`config.mk`:
```
export PLATFORM = sky130hd
export DESIGN_NAME = ddr_scheduler_flat
export DESIGN_NICKNAME = d
export VERILOG_FILES = /design/src/rtl/ddr_sched_pkg.sv /design/src/rtl/ddr_scheduler_if.sv /design/src/rtl/ddr_scheduler_rr_arbiter.sv /design/src/rtl/ddr_scheduler.sv /design/src/flat_wrapper.sv
export SDC_FILE = /design/constraint.sdc
export NUM_CORES = 1
export LEC_CHECK = 0
export ABC_CLOCK_PERIOD_IN_PS = 2000
export CAP_MARGIN = 20
export CORE_ASPECT_RATIO = 0.5
export CORE_UTILIZATION = 55
export CTS_BUF_LIST = sky130_fd_sc_hd__clkbuf_4 sky130_fd_sc_hd__clkbuf_8
export DETAILED_ROUTE_END_ITERATION = 16
export PLACE_DENSITY = 0.79
export RECOVER_POWER = 25
export SYNTH_ARGS = -nofsm -noshare
export SYNTH_HDL_FRONTEND = slang
export SYNTH_SLANG_ARGS = --single-unit
```
`constraint.sdc`:
```
create_clock -name clock_i -period 2 [get_ports clock_i]
set_input_delay 0.2 -clock clock_i [delete_from_list [all_inputs] [get_ports clock_i]]
set_output_delay 0.2 -clock clock_i [all_outputs]
set_load 0.01 [all_outputs]
```
`src/rtl/ddr_sched_pkg.sv`:
```
// Shared types and constants for the DDR command scheduler: FSM states, owner-id width,
// watchdog limit and a one-hot decode helper.
package ddr_sched_pkg;

  localparam int unsigned OWNER_W  = 2;
  localparam int unsigned MAX_REQ  = 4;
  localparam int unsigned WD_LIMIT = 64;

  typedef enum logic [2:0] {
    StIdle,
    StActivate,
    StWaitRcd,
    StCmd,
    StWaitData,
    StPrecharge,
    StRefresh
  } state_e;

  function automatic logic [MAX_REQ-1:0] owner_onehot(logic [OWNER_W-1:0] id);
    return MAX_REQ'(1) << id;
  endfunction

endpackage

```
`src/rtl/ddr_scheduler_if.sv`:
```
// Requester/datapath-facing bundle of the DDR scheduler; slave is the scheduler side.
interface ddr_scheduler_if
  import ddr_sched_pkg::*;
#(
  parameter int unsigned NREQ = 4
);
  logic [NREQ-1:0]    req_i;
  logic [NREQ-1:0]    req_write_i;
  logic [NREQ-1:0]    gnt_o;
  logic [OWNER_W-1:0] usr_owner_o;
  logic               ctl_start_o;
  logic               ctl_block_o;
  logic               ctl_suspend_o;
  logic               ctl_read_o;
  logic               ctl_write_o;
  logic               dp_ready_i;
  logic               busy_o;
  logic               err_o;

  modport slave (
    input  req_i, req_write_i, dp_ready_i,
    output gnt_o, usr_owner_o, ctl_start_o, ctl_block_o, ctl_suspend_o,
    output ctl_read_o, ctl_write_o, busy_o, err_o
  );

  modport master (
    output req_i, req_write_i, dp_ready_i,
    input  gnt_o, usr_owner_o, ctl_start_o, ctl_block_o, ctl_suspend_o,
    input  ctl_read_o, ctl_write_o, busy_o, err_o
  );
endinterface

```
`src/rtl/ddr_scheduler_rr_arbiter.sv`:
```
// Combinational round-robin pick: first asserted request at or after ptr, wrapping at NREQ.
module rr_arbiter
  import ddr_sched_pkg::*;
#(
  parameter int unsigned NREQ = 4
) (
  input  logic [NREQ-1:0]    req,
  input  logic [OWNER_W-1:0] ptr,
  output logic [NREQ-1:0]    gnt,
  output logic [OWNER_W-1:0] id,
  output logic               valid
);
  logic [MAX_REQ-1:0] req_ext;
  logic [OWNER_W-1:0] idx;

  assign req_ext = MAX_REQ'(req);

  always_comb begin
    valid = 1'b0;
    id    = '0;
    idx   = '0;
    for (int unsigned i = 0; i < NREQ; i++) begin
      idx = OWNER_W'((32'(ptr) + i) % NREQ);
      if (!valid && req_ext[idx]) begin
        valid = 1'b1;
        id    = idx;
      end
    end
    gnt = NREQ'(owner_onehot(id)) & {NREQ{valid}};
  end
endmodule

```
`src/rtl/ddr_scheduler.sv`:
```
// Round-robin DDR command sequencer with periodic refresh insertion.
// Optional WAIT_DATA watchdog enabled by defining SCHED_WATCHDOG_EN.
module ddr_scheduler
  import ddr_sched_pkg::*;
#(
  parameter int unsigned NREQ   = 4,
  parameter int unsigned T_RCD  = 2,
  parameter int unsigned T_RP   = 2,
  parameter int unsigned T_REFI = 780,
  parameter int unsigned T_RFC  = 8
) (
  input logic            clock_i,
  input logic            reset_i,
  ddr_scheduler_if.slave bus
);
  localparam int unsigned CntW  = 16;
  localparam int unsigned RefiW = $clog2(T_REFI + 1);

  state_e             state_q, state_d;
  logic [CntW-1:0]    cnt_q, cnt_d;
  logic [RefiW-1:0]   refi_q, refi_d;
  logic               pend_q, pend_d;
  logic [OWNER_W-1:0] ptr_q, ptr_d;
  logic [OWNER_W-1:0] owner_q, owner_d;
  logic               dir_q, dir_d;
  logic [NREQ-1:0]    gnt_q, gnt_d;
  logic [NREQ-1:0]    arb_gnt;
  logic [OWNER_W-1:0] arb_id;
  logic               arb_valid;
  logic [MAX_REQ-1:0] wr_ext;
  logic               refi_wrap, ref_due, wd_expire;

  rr_arbiter #(.NREQ(NREQ)) u_arb (
    .req   (bus.req_i),
    .ptr   (ptr_q),
    .gnt   (arb_gnt),
    .id    (arb_id),
    .valid (arb_valid)
  );

  assign wr_ext    = MAX_REQ'(bus.req_write_i);
  assign refi_wrap = (refi_q == RefiW'(T_REFI - 1));
  // The wrap cycle itself already counts as pending so refresh beats a same-cycle request.
  assign ref_due   = pend_q | refi_wrap;

`ifdef SCHED_WATCHDOG_EN
  logic [5:0] wd_q, wd_d;
  assign wd_expire = (state_q == StWaitData) && !bus.dp_ready_i && (wd_q == 6'(WD_LIMIT - 1));
  assign wd_d      = (state_q == StWaitData) ? wd_q + 6'd1 : 6'd0;
  always_ff @(posedge clock_i) begin
    if (reset_i) wd_q <= '0;
    else         wd_q <= wd_d;
  end
`else
  assign wd_expire = 1'b0;
`endif

  always_comb begin
    state_d = state_q;
    cnt_d   = cnt_q + CntW'(1);
    ptr_d   = ptr_q;
    owner_d = owner_q;
    dir_d   = dir_q;
    gnt_d   = '0;
    refi_d  = refi_wrap ? '0 : refi_q + RefiW'(1);
    pend_d  = pend_q;
    if (refi_wrap) begin
      pend_d = 1'b1;
    end else if (state_q == StRefresh && cnt_q == CntW'(T_RFC - 1)) begin
      pend_d = 1'b0;
    end

    unique case (state_q)
      StIdle: begin
        cnt_d = '0;
        if (ref_due) begin
          state_d = StRefresh;
        end else if (arb_valid) begin
          state_d = StActivate;
          owner_d = arb_id;
          dir_d   = wr_ext[arb_id];
          ptr_d   = OWNER_W'((32'(arb_id) + 1) % NREQ);
          gnt_d   = arb_gnt;
        end
      end
      StActivate: begin
        cnt_d   = '0;
        state_d = (T_RCD > 1) ? StWaitRcd : StCmd;
      end
      StWaitRcd: begin
        if (cnt_q == CntW'(T_RCD - 2)) begin
          state_d = StCmd;
          cnt_d   = '0;
        end
      end
      StCmd: begin
        cnt_d   = '0;
        state_d = StWaitData;
      end
      StWaitData: begin
        cnt_d = '0;
        if (bus.dp_ready_i || wd_expire) state_d = StPrecharge;
      end
      StPrecharge: begin
        if (cnt_q == CntW'(T_RP - 1)) begin
          state_d = StIdle;
          cnt_d   = '0;
        end
      end
      StRefresh: begin
        if (cnt_q == CntW'(T_RFC - 1)) begin
          state_d = StIdle;
          cnt_d   = '0;
        end
      end
      default: state_d = StIdle;
    endcase
  end

  always_ff @(posedge clock_i) begin
    if (reset_i) begin
      state_q <= StIdle;
      cnt_q   <= '0;
      refi_q  <= '0;
      pend_q  <= 1'b0;
      ptr_q   <= '0;
      owner_q <= '0;
      dir_q   <= 1'b0;
      gnt_q   <= '0;
    end else begin
      state_q <= state_d;
      cnt_q   <= cnt_d;
      refi_q  <= refi_d;
      pend_q  <= pend_d;
      ptr_q   <= ptr_d;
      owner_q <= owner_d;
      dir_q   <= dir_d;
      gnt_q   <= gnt_d;
    end
  end

  assign bus.gnt_o         = gnt_q;
  assign bus.usr_owner_o   = owner_q;
  assign bus.ctl_start_o   = (state_q == StActivate);
  assign bus.ctl_block_o   = (state_q == StActivate) || (state_q == StWaitRcd) ||
                             (state_q == StCmd) || (state_q == StWaitData);
  assign bus.ctl_suspend_o = (state_q == StRefresh);
  assign bus.ctl_read_o    = (state_q == StCmd) && !dir_q;
  assign bus.ctl_write_o   = (state_q == StCmd) && dir_q;
  assign bus.busy_o        = (state_q != StIdle);
  assign bus.err_o         = wd_expire;
endmodule

```
`src/flat_wrapper.sv`:
```
// flat-port wrapper written by rule: the top's interface ports become plain ports
module ddr_scheduler_flat import ddr_sched_pkg::*;
#(
  parameter int unsigned NREQ   = 4,
  parameter int unsigned T_RCD  = 2,
  parameter int unsigned T_RP   = 2,
  parameter int unsigned T_REFI = 780,
  parameter int unsigned T_RFC  = 8
)
  (clock_i, reset_i, bus_req_i, bus_req_write_i, bus_dp_ready_i, bus_gnt_o, bus_usr_owner_o, bus_ctl_start_o, bus_ctl_block_o, bus_ctl_suspend_o, bus_ctl_read_o, bus_ctl_write_o, bus_busy_o, bus_err_o);
  ddr_scheduler_if #(.NREQ(NREQ)) bus_i ();
  input logic clock_i;
  input logic reset_i;
  input wire logic [$bits(bus_i.req_i)-1:0] bus_req_i;
  input wire logic [$bits(bus_i.req_write_i)-1:0] bus_req_write_i;
  input wire logic [$bits(bus_i.dp_ready_i)-1:0] bus_dp_ready_i;
  output wire logic [$bits(bus_i.gnt_o)-1:0] bus_gnt_o;
  output wire logic [$bits(bus_i.usr_owner_o)-1:0] bus_usr_owner_o;
  output wire logic [$bits(bus_i.ctl_start_o)-1:0] bus_ctl_start_o;
  output wire logic [$bits(bus_i.ctl_block_o)-1:0] bus_ctl_block_o;
  output wire logic [$bits(bus_i.ctl_suspend_o)-1:0] bus_ctl_suspend_o;
  output wire logic [$bits(bus_i.ctl_read_o)-1:0] bus_ctl_read_o;
  output wire logic [$bits(bus_i.ctl_write_o)-1:0] bus_ctl_write_o;
  output wire logic [$bits(bus_i.busy_o)-1:0] bus_busy_o;
  output wire logic [$bits(bus_i.err_o)-1:0] bus_err_o;
  assign bus_i.req_i = bus_req_i;
  assign bus_i.req_write_i = bus_req_write_i;
  assign bus_i.dp_ready_i = bus_dp_ready_i;
  assign bus_gnt_o = bus_i.gnt_o;
  assign bus_usr_owner_o = bus_i.usr_owner_o;
  assign bus_ctl_start_o = bus_i.ctl_start_o;
  assign bus_ctl_block_o = bus_i.ctl_block_o;
  assign bus_ctl_suspend_o = bus_i.ctl_suspend_o;
  assign bus_ctl_read_o = bus_i.ctl_read_o;
  assign bus_ctl_write_o = bus_i.ctl_write_o;
  assign bus_busy_o = bus_i.busy_o;
  assign bus_err_o = bus_i.err_o;
  ddr_scheduler #(.NREQ(NREQ), .T_RCD(T_RCD), .T_RP(T_RP), .T_REFI(T_REFI), .T_RFC(T_RFC)) u_core (.clock_i(clock_i), .reset_i(reset_i), .bus(bus_i));
endmodule
```
==> results of run 1 <==
worst register-to-register path: stages (launching register included):
cell,delay (ns)
sky130_fd_sc_hd__dfxtp_1,0.36
sky130_fd_sc_hd__nor4_2,0.33
sky130_fd_sc_hd__nand4_2,0.21
sky130_fd_sc_hd__o2111ai_2,0.37
sky130_fd_sc_hd__nand3_1,0.12
sky130_fd_sc_hd__o311a_1,0.33
state kept, by name, summed over array words and instances (netlist names):
| name | cells |
|---|---|
| u_core.bus.usr_owner_o | 2 |
| u_core.cnt_q | 16 |
| u_core.ptr_q | 2 |
| u_core.state_q | 3 |
| u_core.bus.gnt_o | 4 |
| u_core.dir_q | 1 |
| u_core.pend_q | 1 |
| u_core.refi_q | 10 |
metal layers:
metal / GRT usage / up-vias
met1: 0.249 / 784
met3: 0.0658 / 5
met5: 0 / -
met4: 0.0677 / 0
li1: - / 850
met2: 0.374 / 24
cell usage in the layout (no fill, tap or decap), drive strengths merged, types with 2 or more instances in the layout:
cell,instances
nor4,4
nand2b,6
clkinvlp,2
dfxtp,39
a211o,2
xor2,11
o21ai,4
and4,3
ha,8
a31oi,4
nor3,8
and3,4
nor2,43
mux2i,4
a21oi,5
inv,10
nand2,9
clkbuf,5
nand4,4
clkdlybuf4s50,16
buf,5
a41oi,2
xnor2,12
dlygate4sd3,6
nand3,18
a21boi,2
and2,6
through the flow:
step | std cells | total power [mW]
4_1_cts | 309 | 2.18
3_5_place_dp | 301 | 1.64
3_3_place_gp | 301 | 1.63
5_1_grt | 309 | 2.28
2_1_floorplan | 233 | 1.40
6_report | 309 | 2.15
worst min path at each step:
stage	startpoint	end	cells after the start
finish	u_core.refi_q[0]	u_core.refi_q[0]	1
global route	u_core.refi_q[0]	u_core.refi_q[0]	1
CTS	u_core.refi_q[0]	u_core.refi_q[0]	1
detailed placement	u_core.refi_q[0]	u_core.refi_q[0]	1
global placement	u_core.refi_q[0]	u_core.refi_q[0]	1
floorplan	reset_i	u_core.cnt_q[9]	2
kinds of logic after synthesis:
kind of cell / after synthesis / share of synthesized area
simple gates: 109 / 0.280
mux: 4 / 0.0196
fa+ha+maj: 8 / 0.0491
compound gates: 29 / 0.124
xor+xnor: 23 / 0.0988
buf+inv: 20 / 0.0442
other cells: 1 / 0.00184
flops: 39 / 0.383
power breakdown:
part	total, mW	leakage (nW)	switching [mW]	internal [mW]
registers	0.942	0.317	0.0865	0.855
clock network	0.527	0.0402	0.284	0.242
logic	0.683	0.537	0.344	0.340
layout make-up:
| type | count | share of cell area |
|---|---|---|
| Multi-Input combinational cell | 174 | 0.487 |
| Sequential cell | 39 | 0.326 |
| Timing Repair Buffer | 27 | 0.107 |
| Clock buffer | 5 | 0.0287 |
| Tap cell | 51 | 0.0266 |
| Inverter | 10 | 0.0156 |
| Clock inverter | 3 | 0.00834 |
timing repair:
item	in CTS	in global routing
gates cloned	0	0
resized for setup	1	1
endpoints found under the setup margin	1	2
==> results, run 1 <==
- The most used standard cell by instance count after synthesis is sky130_fd_sc_hd__nor2_1.
- The area of the multi-input gates is 0.00117 mm².
- The number of DRC markers in iteration 0 is 34.
- The ratio of cells with drive above 1 in the final layout is 0.116.
- Power spread over the standard cell area amounts to 897 mW/mm².
- The synthesis-stage register bit count is 39.
- The required time of the worst setup path is 1.80 ns.
- For this configuration, the core starts out at a cell density of 0.584.
- The number of global-route vias before repair is 1,488.
- Buffers added to address setup during post-CTS repair amount to 0.
- The congestion estimate from routability-driven global placement came to 0.796.
- VDD sags by at most 0.000605 V.
- The number of buffers created by CTS is 5.
- The dominant delay contributor by cell family on the critical path is buffers and inverters.
- The worst register-to-register path has a depth of 5.
- For this run, the total global-route usage over all layers was measured as 0.210.
- The final period utilization is 0.964.
- The final standard cell utilization of the core is 0.687.
- The count of boundary I/O pins is 24.
- In this run, post-CTS hold repair placed 0 buffers.
- The maximum fanout along the worst path is 7.
- Max-cap violations in this run came to 0.
- After detailed routing, the total wire length is 3790 µm.
- The top layer used by detailed routing is met4.
- The run finished with clean final reports.
- The synthesis-to-layout area growth is 17.7%.
- The CTS tree is built.
- The number of nets in the layout is 276.
- The count of cell types in the netlist is 50.
- The wire-length estimate of the detail-placed layout is 2800 µm.
- The worst min-delay path category is reg -> reg.
- After detailed placement, the total cell area comes to 0.00231 mm².
- The synthesized net count is 252.
- Setup violations remaining at the end of the flow were counted as 0.
- The type of the setup path with the least slack is reg -> out.
- For this design, the slowest cell found on the critical path is sky130_fd_sc_hd__clkdlybuf4s50_1.
- The first global-routing pass estimated 6240 µm of wire.
- The ratio of routed vias to standard cells is 5.38.
- Setup repair after global routing left no endpoint under its margin.
- The die is 45.1 µm tall.
- The routed design uses 148 µm of met3 wire.
- The number of antenna cells inserted is 0.
- Summing all non-filler instances in the final layout gives an area of 0.00240 mm².
- The top cell type by total area after synthesis is sky130_fd_sc_hd__dfxtp_1.
- The largest net degree at the start of global routing is 17.
- The synthesized design contains 0 enable-type register cells.
- The sequential area share after synthesis is 0.383.
- The worst setup path is captured at an output pin.
- The number of logic stages on the critical path including buffering is 3.
- The source-to-sink clock delay at the later pin of the worst-skew pair is 0.30 ns.
- The cell sitting at the root of the clock tree is a sky130_fd_sc_hd__clkbuf_8.
- Counting along the longest clock path gives a buffer depth of 2.
- For this block, wires on met1 add up to 1810 µm.
- The worst slack at placement is 0.0923 ns.
- The filler cells instantiated in the layout total 279.
- The prevailing post-synth register cell is sky130_fd_sc_hd__dfxtp_1.
- The setup check on the worst reg-to-reg path leaves a slack of 0.18 ns.
- In the detailed route, the total length drawn on met2 is 1790 µm.
- Based on the critical path, the design can be clocked at up to 0.518 GHz.
- The maximum cell stage delay along the critical path is 0.59 ns.
- The leakage power total is 0.895 nW.
- The final worst setup slack is 0.0713 ns.
- CTS built an H-tree with a depth of 2.
- The area taken by flip-flops and latches is 783 µm².
- The initial antenna violation count is 0.
- The via count of the routed design is 1,663.
- During placement, the flow inserted port buffers numbering 22.
- Traced cell by cell, the critical path runs through inv_1 > nor3_1 > clkdlybuf4s50_1.
- The critical path starts at u_core.state_q[2].
- The synthesized cell area is 0.00204 mm².
- The final count of hold timing violations came to 0.
- Clock tree synthesis found a total of 39 sinks.
- The post-detailed-route DRC marker count is 0.
- During synthesis, Yosys emitted a total of 0 warnings.
- In this run the worst setup path terminates at bus_ctl_suspend_o.
- Counting every instance in the synthesized netlist gives 233.
- The number of placement rows is 15.
- The max-slew violation total from the final report was 0.
- The overall die width is 88.1 µm.
- The total global routing overflow is 0.
- The startpoint type of the worst setup path is a flop.
- Adding up every negative setup slack in the final design gives 0 ns.
- After synthesis, the cell types taking the most area are sky130_fd_sc_hd__dfxtp_1 (38%), sky130_fd_sc_hd__nor2_1 (7.9%), sky130_fd_sc_hd__xnor2_1 (5.2%), sky130_fd_sc_hd__ha_1 (4.9%), sky130_fd_sc_hd__xor2_1 (4.7%).
- The startpoint identified for the worst register-to-register timing path is u_core.cnt_q[3].
- The average detailed-routed wire length per instance is 12.3 µm.
- The arrival time at the worst endpoint is 1.73 ns.
- Hold timing on the final database bottoms out at a slack of 0.449 ns.
- Of the post-synthesis cell area, the dominant cell type holds 0.383.
- The shortest period the worst path allows is 1.93 ns.
- The residual antenna-violating net count after detailed routing is 0.
- After synthesis, the most frequently instantiated cells are sky130_fd_sc_hd__nor2_1 (43), sky130_fd_sc_hd__dfxtp_1 (39), sky130_fd_sc_hd__nand3_1 (18).
- Each instance of the synthesized netlist takes up on average 8.75 µm².
- The clock arrives with 0.00646 ns of skew.
- Of all flip-flops after synthesis, the portion carrying an async set or reset was 0.
- The worst register-to-register path ends at u_core.state_q[2].
- Together, buffers and inverters on the worst path number 2.
- After clock tree synthesis, the clock-pin slew on the worst setup and hold paths is 0.07 ns.
- The floorplan core area is 0.00349 mm².
- The area enclosed by the die boundary is 0.00397 mm².
- The detailed-router iteration count before antenna repair is 4.
(Power assumes the default switching activity.)
==> run 2: changes to the inputs <==
- ABC_CLOCK_PERIOD_IN_PS: 2000 -> 1600
- CORE_UTILIZATION: 55 -> 52
- HOLD_SLACK_MARGIN: default -> 0.06
- PLACE_DENSITY: 0.79 -> 0.78
- clock period: 2 -> 1.6 ns (I/O delays scaled with it)
==> run 2 against run 1 <==
  * Combinational power up 67%
  * Via count increased by 16%
  * The run now ends with negative setup slack left
  * Largest cell class unchanged
  * Wire length grew 37%
  * Cell count increased by 14%
  * Clock power rose by 28%
  * Highest routed layer unchanged
  * First-iteration DRC count rose to 2.6 times the previous value
  * Critical path depth is 4 higher
==> results, run 2 (synthesis results as in run 1) <==
- Run status: finished with violations (was completed).
- The checks that failed: negative setup slack.
- The critical path capture point type is a flop (was output pin).
- The number of antenna cells inserted is 0 (unchanged).
- The power per cell area came to 1050 mW/mm² (was 897 mW/mm²).
- The overall die width is 90.6 µm (was 88.1 µm).
- The cell area after layout is 0.00286 mm² (was 0.00240 mm²).
- The number of maximum-capacitance violations is 0 (unchanged).
- The flip-flop count of the largest register, all copies and words added is 16 (unchanged).
- The arrival time at the worst endpoint was 1.95 ns (was 1.73 ns).
- The total global routing overflow is 0 (unchanged).
- The overall global routing resource usage came to 0.254 (was 0.210).
- The final HPWL from detailed placement is 3200 µm (was 2800 µm).
- The post-detailed-route DRC marker count is 0 (unchanged).
- The initial antenna violation count was 0 (unchanged).
- Most used cells in the layout excluding fill and tap cells: sky130_fd_sc_hd__buf_4 (45), sky130_fd_sc_hd__nor2_1 (37), sky130_fd_sc_hd__dfxtp_1 (31) (was sky130_fd_sc_hd__nor2_1 (43), sky130_fd_sc_hd__dfxtp_1 (37), sky130_fd_sc_hd__nand3_1 (18)).
- The total wire length is 5170 µm (was 3790 µm).
- The largest net degree at the start of global routing is 12 (was 17).
- The ratio of routed vias to standard cells is 5.46 (was 5.38).
- The largest vdd supply drop was 0.000844 V (was 0.000605 V).
- The final worst setup slack is -0.134 ns (was 0.0713 ns).
- The number of DRC markers in iteration 0 came to 89 (was 34).
- The average detailed-routed wire length per instance came to 14.6 µm (was 12.3 µm).
- The count of endpoints failing setup in the final report was 19 (was 0).
- The most common cell after layout, fill and taps aside is sky130_fd_sc_hd__buf_4 (was sky130_fd_sc_hd__nor2_1).
- The clock root buffer master is sky130_fd_sc_hd__clkbuf_8 (unchanged).
- The number of placement rows is 15 (unchanged).
- The worst min-delay path category is reg -> reg (unchanged).
- The placer congestion estimate was 0.865 (was 0.796).
- The number of global-route vias before repair came to 1,852 (was 1,488).
- The type of the setup path with the least slack was reg -> reg (was reg -> out).
- The number of hold buffers added after CTS was 0 (unchanged).
- The required time of the worst setup path is 1.82 ns (was 1.80 ns).
- The area enclosed by the die boundary is 0.00419 mm² (was 0.00397 mm²).
- The routed design could run at a clock period as short as 1.73 ns.
- The total clock sinks was 39 (unchanged).
- The number of standard cells in the layout, taps in and fillers out was 353 (was 309).
- The CTS tree is built (unchanged).
- The final clock skew is 0.00663 ns (was 0.00646 ns).
- The CTS H-tree depth came to 2 (unchanged).
- The final standard cell utilization of the core is 0.797 (was 0.687).
- The ratio of cells with drive above 1 in the final layout is 0.308 (was 0.116).
- The worst slack at placement came to -0.340 ns (was 0.0923 ns).
- The final count of hold timing violations is 0 (unchanged).
- The source-to-sink clock delay at the later pin of the worst-skew pair is 0.29 ns (was 0.30 ns).
- The detailed-router iteration count before antenna repair is 4 (unchanged).
- The via count of the routed design is 1,927 (was 1,663).
- The most flop-heavy register is u_core.cnt_q (unchanged).
- The count of boundary I/O pins is 24 (unchanged).
- The starting density of the core is 0.569 (was 0.584).
- The global-route wire length before repair came to 8130 µm (was 6240 µm).
- The residual antenna-violating net count after detailed routing is 0 (unchanged).
- The maximum fanout along the worst path is 8 (was 7).
- For this run, the top clock speed supported by timing is 0.577 GHz.
- The synthesis-to-layout area growth is 40.0% (was 17.7%).
- RSZ-0062 raised after global routing: yes (was no).
- The startpoint type of the worst setup path is a flop (unchanged).
- The clock transition at the registers of the reported paths is 0.08 ns (was 0.07 ns).
- The filler cell count in the final layout is 213 (was 279).
- The number of buffers created by CTS is 5 (unchanged).
- The die boundary height is 46.3 µm (was 45.1 µm).
- The final-layout worst hold slack came to 0.526 ns (was 0.449 ns).
- The placed instance count came to 335 (was 301).
- The max-slew violation total from the final report was 0 (unchanged).
- The leakage power total was 1.20 nW (was 0.895 nW).
- The number of nets in the layout was 320 (was 276).
- The placed cell area is 0.00256 mm² (was 0.00231 mm²).
- Dividing the final minimum period by the clock period gives 1.08.
- The maximum buffer depth of the clock tree is 2 (unchanged).
- The count of input and output buffers is 22 (unchanged).
- The floorplan core area came to 0.00358 mm² (was 0.00349 mm²).
-- run 2: changes by cell type in the layout (fill, tap and decap cells not counted), moves of 4 or more --
cell	delta
sky130_fd_sc_hd__dlygate4sd2_1	+4
sky130_fd_sc_hd__dfxtp_1	-6
sky130_fd_sc_hd__nor2_1	-6
sky130_fd_sc_hd__clkdlybuf4s50_1	-6
sky130_fd_sc_hd__nor2_2	+5
sky130_fd_sc_hd__dfxtp_2	+5
sky130_fd_sc_hd__buf_4	+40
-- run 2: through the flow --
step	power [mW]	setup TNS (ns)
after floorplan	1.75	0
after global placement	2.14	-2.60
after detailed placement	2.17	-3.96
after CTS	2.90	-1.15
after global routing	3.15	-3.76
final	2.99	-1.81
-- run 2: cell type report --
type | count | area (µm²) | area share
Clock buffer | 7 | 83.8 | 0.0294
Clock inverter | 1 | 5.00 | 0.00175
Inverter | 10 | 37.5 | 0.0131
Multi-Input combinational cell | 175 | 1290 | 0.451
Sequential cell | 39 | 793 | 0.278
Tap cell | 51 | 63.8 | 0.0223
Timing Repair Buffer | 70 | 584 | 0.205
-- run 2: report_power, final --
| part | internal [mW] | total (mW) | switching [mW] |
|---|---|---|---|
| Clock | 0.340 | 0.674 | 0.334 |
| Sequential | 1.08 | 1.17 | 0.0931 |
| Combinational | 0.568 | 1.14 | 0.574 |
| Total | 1.98 | 2.99 | 1.00 |
-- run 2: what timing repair did --
| item | 4_1_cts | 5_1_grt |
|---|---|---|
| resized for setup | 25 | 17 |
| pin swaps | 26 | 7 |
| setup buffers | 2 | 8 |
| cloned | 1 | 0 |
| setup endpoints to repair | 28 | 28 |
-- run 2: path summary, 6_finish.rpt --
kind,startpoint,end,slack (ns),cells past startpoint
hold / removal,u_core.dir_q,u_core.dir_q,0.53,2
setup / recovery,u_core.cnt_q[0],u_core.cnt_q[3],-0.13,7
setup reg to reg,u_core.cnt_q[0],u_core.cnt_q[3],-0.13,7
hold reg to reg,u_core.dir_q,u_core.dir_q,0.53,2
-- run 2: per-layer routing --
layer  up-vias  GRT usage  share of wire
li1        942          -              -
met1       879      0.280           0.41
met2        86      0.495           0.49
met3        20     0.0578          0.063
met4         0      0.110          0.031
met5         -          0              0
-- run 2: critical path, stage by stage (launching register included) --
cell and delay (ns):
sky130_fd_sc_hd__dfxtp_2 0.33, sky130_fd_sc_hd__buf_4 0.14, sky130_fd_sc_hd__ha_1 0.23, sky130_fd_sc_hd__a31oi_2 0.30
sky130_fd_sc_hd__o21ai_4 0.13, sky130_fd_sc_hd__buf_4 0.16, sky130_fd_sc_hd__a31o_4 0.25, sky130_fd_sc_hd__nor2_1 0.12
==> run 3: changes to the inputs <==
- ABC_AREA: default -> 1
- CORE_UTILIZATION: 52 -> 53
- RECOVER_POWER: 25 -> 50
==> run 3 against run 2 <==
  * The run still ends with negative setup slack left
  * Worst setup slack worse by 0.18 ns
  * Maximum frequency down 9.3%
  * Utilization up 12 points
  * Synthesized cell count up 46%
  * Power up 79%
  * Critical path type unchanged
  * Largest cell class unchanged
==> results, run 3 <==
- The maximum fanout along the worst path is 5 (was 8).
- The startpoint type of the worst setup path is a flop (unchanged).
- The fraction of synthesized area in multiplexers is 0 (was 0.0196).
- The most common cell after layout, fill and taps aside is sky130_fd_sc_hd__nand2_1 (was sky130_fd_sc_hd__buf_4).
- The synthesis-stage register bit count is 39 (unchanged).
- The proportion of netlist area held by the largest area contributor came to 0.328 (was 0.383).
- The count of boundary I/O pins is 24 (unchanged).
- The most used standard cell by instance count after synthesis is sky130_fd_sc_hd__nand2_1 (was sky130_fd_sc_hd__nor2_1).
- The synthesis-to-layout area growth is 57.5% (was 40.0%).
- The share of flip-flops with an asynchronous set or reset after synthesis is 0 (unchanged).
- The max-slew violation total from the final report came to 0 (unchanged).
- The maximum cell stage delay along the critical path is 0.36 ns (was 0.33 ns).
- The type of the setup path with the least slack is reg -> reg (unchanged).
- The clock root buffer master was sky130_fd_sc_hd__clkbuf_8 (unchanged).
- Cell types with the highest counts after synthesis: sky130_fd_sc_hd__nand2_1 (76), sky130_fd_sc_hd__inv_1 (47), sky130_fd_sc_hd__nor2_1 (41) (was sky130_fd_sc_hd__nor2_1 (43), sky130_fd_sc_hd__dfxtp_1 (39), sky130_fd_sc_hd__nand3_1 (18)).
- The power after layout is 5.33 mW (was 2.99 mW).
- Synth area leaders: sky130_fd_sc_hd__dfxtp_1 (33%), sky130_fd_sc_hd__nand2_1 (12%), sky130_fd_sc_hd__inv_1 (7.4%), sky130_fd_sc_hd__nor2_1 (6.5%), sky130_fd_sc_hd__ha_1 (4.2%) (was sky130_fd_sc_hd__dfxtp_1 (38%), sky130_fd_sc_hd__nor2_1 (7.9%), sky130_fd_sc_hd__xnor2_1 (5.2%), sky130_fd_sc_hd__ha_1 (4.9%), sky130_fd_sc_hd__xor2_1 (4.7%)).
- The average detailed-routed wire length per instance was 19.6 µm (was 14.6 µm).
- The total wire length is 9350 µm (was 5170 µm).
- The most numerous cell on the critical path is sky130_fd_sc_hd__nand2_1 (was sky130_fd_sc_hd__buf_4).
- The number of global-route vias before repair is 2,362 (was 1,852).
- The final count of hold timing violations came to 0 (unchanged).
- The largest vdd supply drop is 0.00132 V (was 0.000844 V).
- The number of buffers created by CTS is 5 (unchanged).
- The sequential area share after synthesis was 0.328 (was 0.383).
- Critical Path, Cell by Cell: nor2_1 > inv_1 > nor2_1 > inv_1 > nor2_4 > nand2_4 > buf_12 > a21oi_4 > nand2_1 > nand2_1 > nand2_1 > nand2_1 (was buf_4 > ha_1 > a31oi_2 > o21ai_4 > buf_4 > a31o_4 > nor2_1).
- The starting density of the core is 0.580 (was 0.569).
- The most flop-heavy register is u_core.cnt_q (unchanged).
- The largest net degree at the start of global routing is 13 (was 12).
- The ratio of cells with drive above 1 in the final layout is 0.524 (was 0.308).
- The clock transition at the registers of the reported paths came to 0.09 ns (was 0.08 ns).
- The area taken by flip-flops and latches is 806 µm² (was 793 µm²).
- The number of nets in the layout is 442 (was 320).
- The area of the multi-input gates is 0.00182 mm² (was 0.00129 mm²).
- The leakage power total is 1.67 nW (was 1.20 nW).
- The residual antenna-violating net count after detailed routing is 0 (unchanged).
- The number of standard cells in the layout, taps in and fillers out is 478 (was 353).
- The CTS tree is built (unchanged).
- The CTS H-tree depth is 2 (unchanged).
- The die boundary height is 49.4 µm (was 46.3 µm).
- The global-route wire length before repair is 10,000 µm (was 8130 µm).
- The synthesized cell area is 0.00238 mm² (was 0.00204 mm²).
- The count of input and output buffers is 22 (unchanged).
- The maximum buffer depth of the clock tree came to 2 (unchanged).
- The placed cell area is 0.00295 mm² (was 0.00256 mm²).
- The placed instance count came to 447 (was 335).
- The count of cell types in the netlist is 35 (was 50).
- The number of placement rows is 16 (was 15).
- The gate count of the mapped netlist is 340 (was 233).
- The average footprint of a synthesized cell was 7.00 µm² (was 8.75 µm²).
- The via count of the routed design is 2,910 (was 1,927).
- The power per cell area came to 1420 mW/mm² (was 1050 mW/mm²).
- The slowest cell on the critical path is sky130_fd_sc_hd__dfxtp_1 (was sky130_fd_sc_hd__dfxtp_2).
- The final HPWL from detailed placement is 4110 µm (was 3200 µm).
- The overall die width is 96.8 µm (was 90.6 µm).
- The final clock skew is 0.0120 ns (was 0.00663 ns).
- The placer congestion estimate is 0.869 (was 0.865).
- The total clock sinks is 39 (unchanged).
- The number of DRC markers in iteration 0 is 200 (was 89).
- The area enclosed by the die boundary is 0.00478 mm² (was 0.00419 mm²).
- The filler cell count in the final layout came to 155 (was 213).
- The total global routing overflow is 0 (unchanged).
- The final worst setup slack is -0.312 ns (was -0.134 ns).
- The synthesis warning total is 0 (unchanged).
- The critical path capture point type is a flop (unchanged).
- The synthesized net count is 359 (was 252).
- The initial antenna violation count is 0 (unchanged).
- The top cell type by total area after synthesis is sky130_fd_sc_hd__dfxtp_1 (unchanged).
- The area share of xor/xnor cells in the synthesized design is 0.0331 (was 0.0988).
- The prevailing post-synth register cell was sky130_fd_sc_hd__dfxtp_1 (unchanged).
- The floorplan core area came to 0.00410 mm² (was 0.00358 mm²).
- The ratio of routed vias to standard cells came to 6.09 (was 5.46).
- The source-to-sink clock delay at the later pin of the worst-skew pair is 0.30 ns (was 0.29 ns).
- The final period utilization is 1.20 (was 1.08).
- The shortest period the worst path allows is 1.91 ns (was 1.73 ns).
- The cell area after layout is 0.00375 mm² (was 0.00286 mm²).
- The worst path buffer plus inverter count is 3 (was 2).
- The highest clock rate is 0.523 GHz (was 0.577 GHz).
- The required time of the worst setup path is 1.85 ns (was 1.82 ns).
- The number of maximum-capacitance violations is 0 (unchanged).
- The simple-gate area share of the yosys netlist is 0.420 (was 0.280).
- The dominant delay contributor by cell family on the critical path is simple AND/OR/NAND/NOR gates (was compound AO/OA/AOI/OAI gates).
- The worst min-delay path category is reg -> reg (unchanged).
- The arrival time at the worst endpoint came to 2.16 ns (was 1.95 ns).
- The adder-cell share of the synthesized area is 0.0420 (was 0.0491).
- Most used cells in the layout excluding fill and tap cells: sky130_fd_sc_hd__nand2_1 (50), sky130_fd_sc_hd__buf_4 (43), sky130_fd_sc_hd__inv_1 (36) (was sky130_fd_sc_hd__buf_4 (45), sky130_fd_sc_hd__nor2_1 (37), sky130_fd_sc_hd__dfxtp_1 (31)).
- Run status: finished with violations (unchanged).
- The post-detailed-route DRC marker count is 0 (unchanged).
- The overall global routing resource usage is 0.262 (was 0.254).
- The detailed-router iteration count before antenna repair came to 7 (was 4).
- The flip-flop count of the largest register, all copies and words added is 16 (unchanged).
- The number of antenna cells inserted is 0 (unchanged).
- The count of flip-flops with a built-in enable after synthesis is 0 (unchanged).
- The combinational family with the most area after synthesis was simple AND/OR/NAND/NOR gates (unchanged).
- The count of endpoints failing setup in the final report is 32 (was 19).
- Violations in the final reports: negative setup slack (unchanged).
- The complex-gate fraction of the synthesized area is 0.0715 (was 0.124).
- RSZ-0062 raised after global routing: yes (unchanged).
-- run 3: cell count changes after synthesis, sizes merged, moves of 8 or more --
cell,delta
nand2,+81
a21oi,+8
inv,+49
xnor2,-11
nor2,+10
nand3,+9
-- run 3: layout make-up --
cell class / count / share of cell area
clock buffers: 6 / 0.0203
clock inverters: 2 / 0.00334
inverters: 59 / 0.0697
multi-input cells: 239 / 0.484
flip-flops and latches: 39 / 0.215
well taps: 54 / 0.0180
repair buffers: 78 / 0.188
repair inverters: 1 / 0.00200
-- run 3: power by group --
part | leakage [nW] | switching, mW | internal [mW] | total [mW]
registers | 0.324 | 0.139 | 1.10 | 1.24
clock network | 0.0446 | 0.381 | 0.322 | 0.704
logic | 1.30 | 1.96 | 1.43 | 3.39
-- run 3: repair_timing --
| item | CTS | global route |
|---|---|---|
| hold buffers | 0 | 0 |
| setup endpoints to repair | 34 | 39 |
| pin swaps | 16 | 37 |
| gates resized for setup | 66 | 90 |
| buffers inserted | 5 | 17 |
| cloned | 0 | 1 |
-- run 3: per-layer routing --
layer | vias up | wire length [µm] | track usage
li1 | 1230 | - | -
met1 | 1362 | 3290 | 0.263
met2 | 213 | 4540 | 0.529
met3 | 105 | 666 | 0.0473
met4 | 0 | 847 | 0.129
met5 | - | 0 | 0
-- run 3: path summary, 6_finish.rpt --
kind | from | slack, ns | cells after the start | end
setup / recovery | u_core.state_q[0] | -0.31 | 12 | u_core.dir_q
hold / removal | u_core.refi_q[2] | 0.49 | 2 | u_core.refi_q[2]
setup reg to reg | u_core.state_q[0] | -0.31 | 12 | u_core.dir_q
hold reg to reg | u_core.refi_q[2] | 0.49 | 2 | u_core.refi_q[2]
-- run 3: logic make-up (layout without fill, tap and decap cells) --
group,count (synthesis),count (layout)
compound gates,27,27
fa+ha+maj,8,8
other cells,1,1
buf+inv,62,146
simple gates,194,194
flops,39,39
xor+xnor,9,9
-- run 3: stage by stage --
step	util	setup TNS [ns]	hold slack [ns]	setup WS, ns
after CTS	0.800	-0.225	0.486	-0.0816
after global placement	0.720	-2.43	0.464	-0.274
final	0.914	-4.89	0.491	-0.312
after detailed placement	0.720	-3.83	0.472	-0.341
after floorplan	-	-0.0163	0.222	-0.0163
after global routing	0.914	-7.61	0.510	-0.376
-- run 3: worst register-to-register path, delay by kind of cell (launching register included) --
kind                   cells  cell delay [ns]
and+or+nand+nor            8             0.97
DFF                        1             0.36
AOI/OAI and AO/OA          1             0.14
buffers and inverters      3             0.41
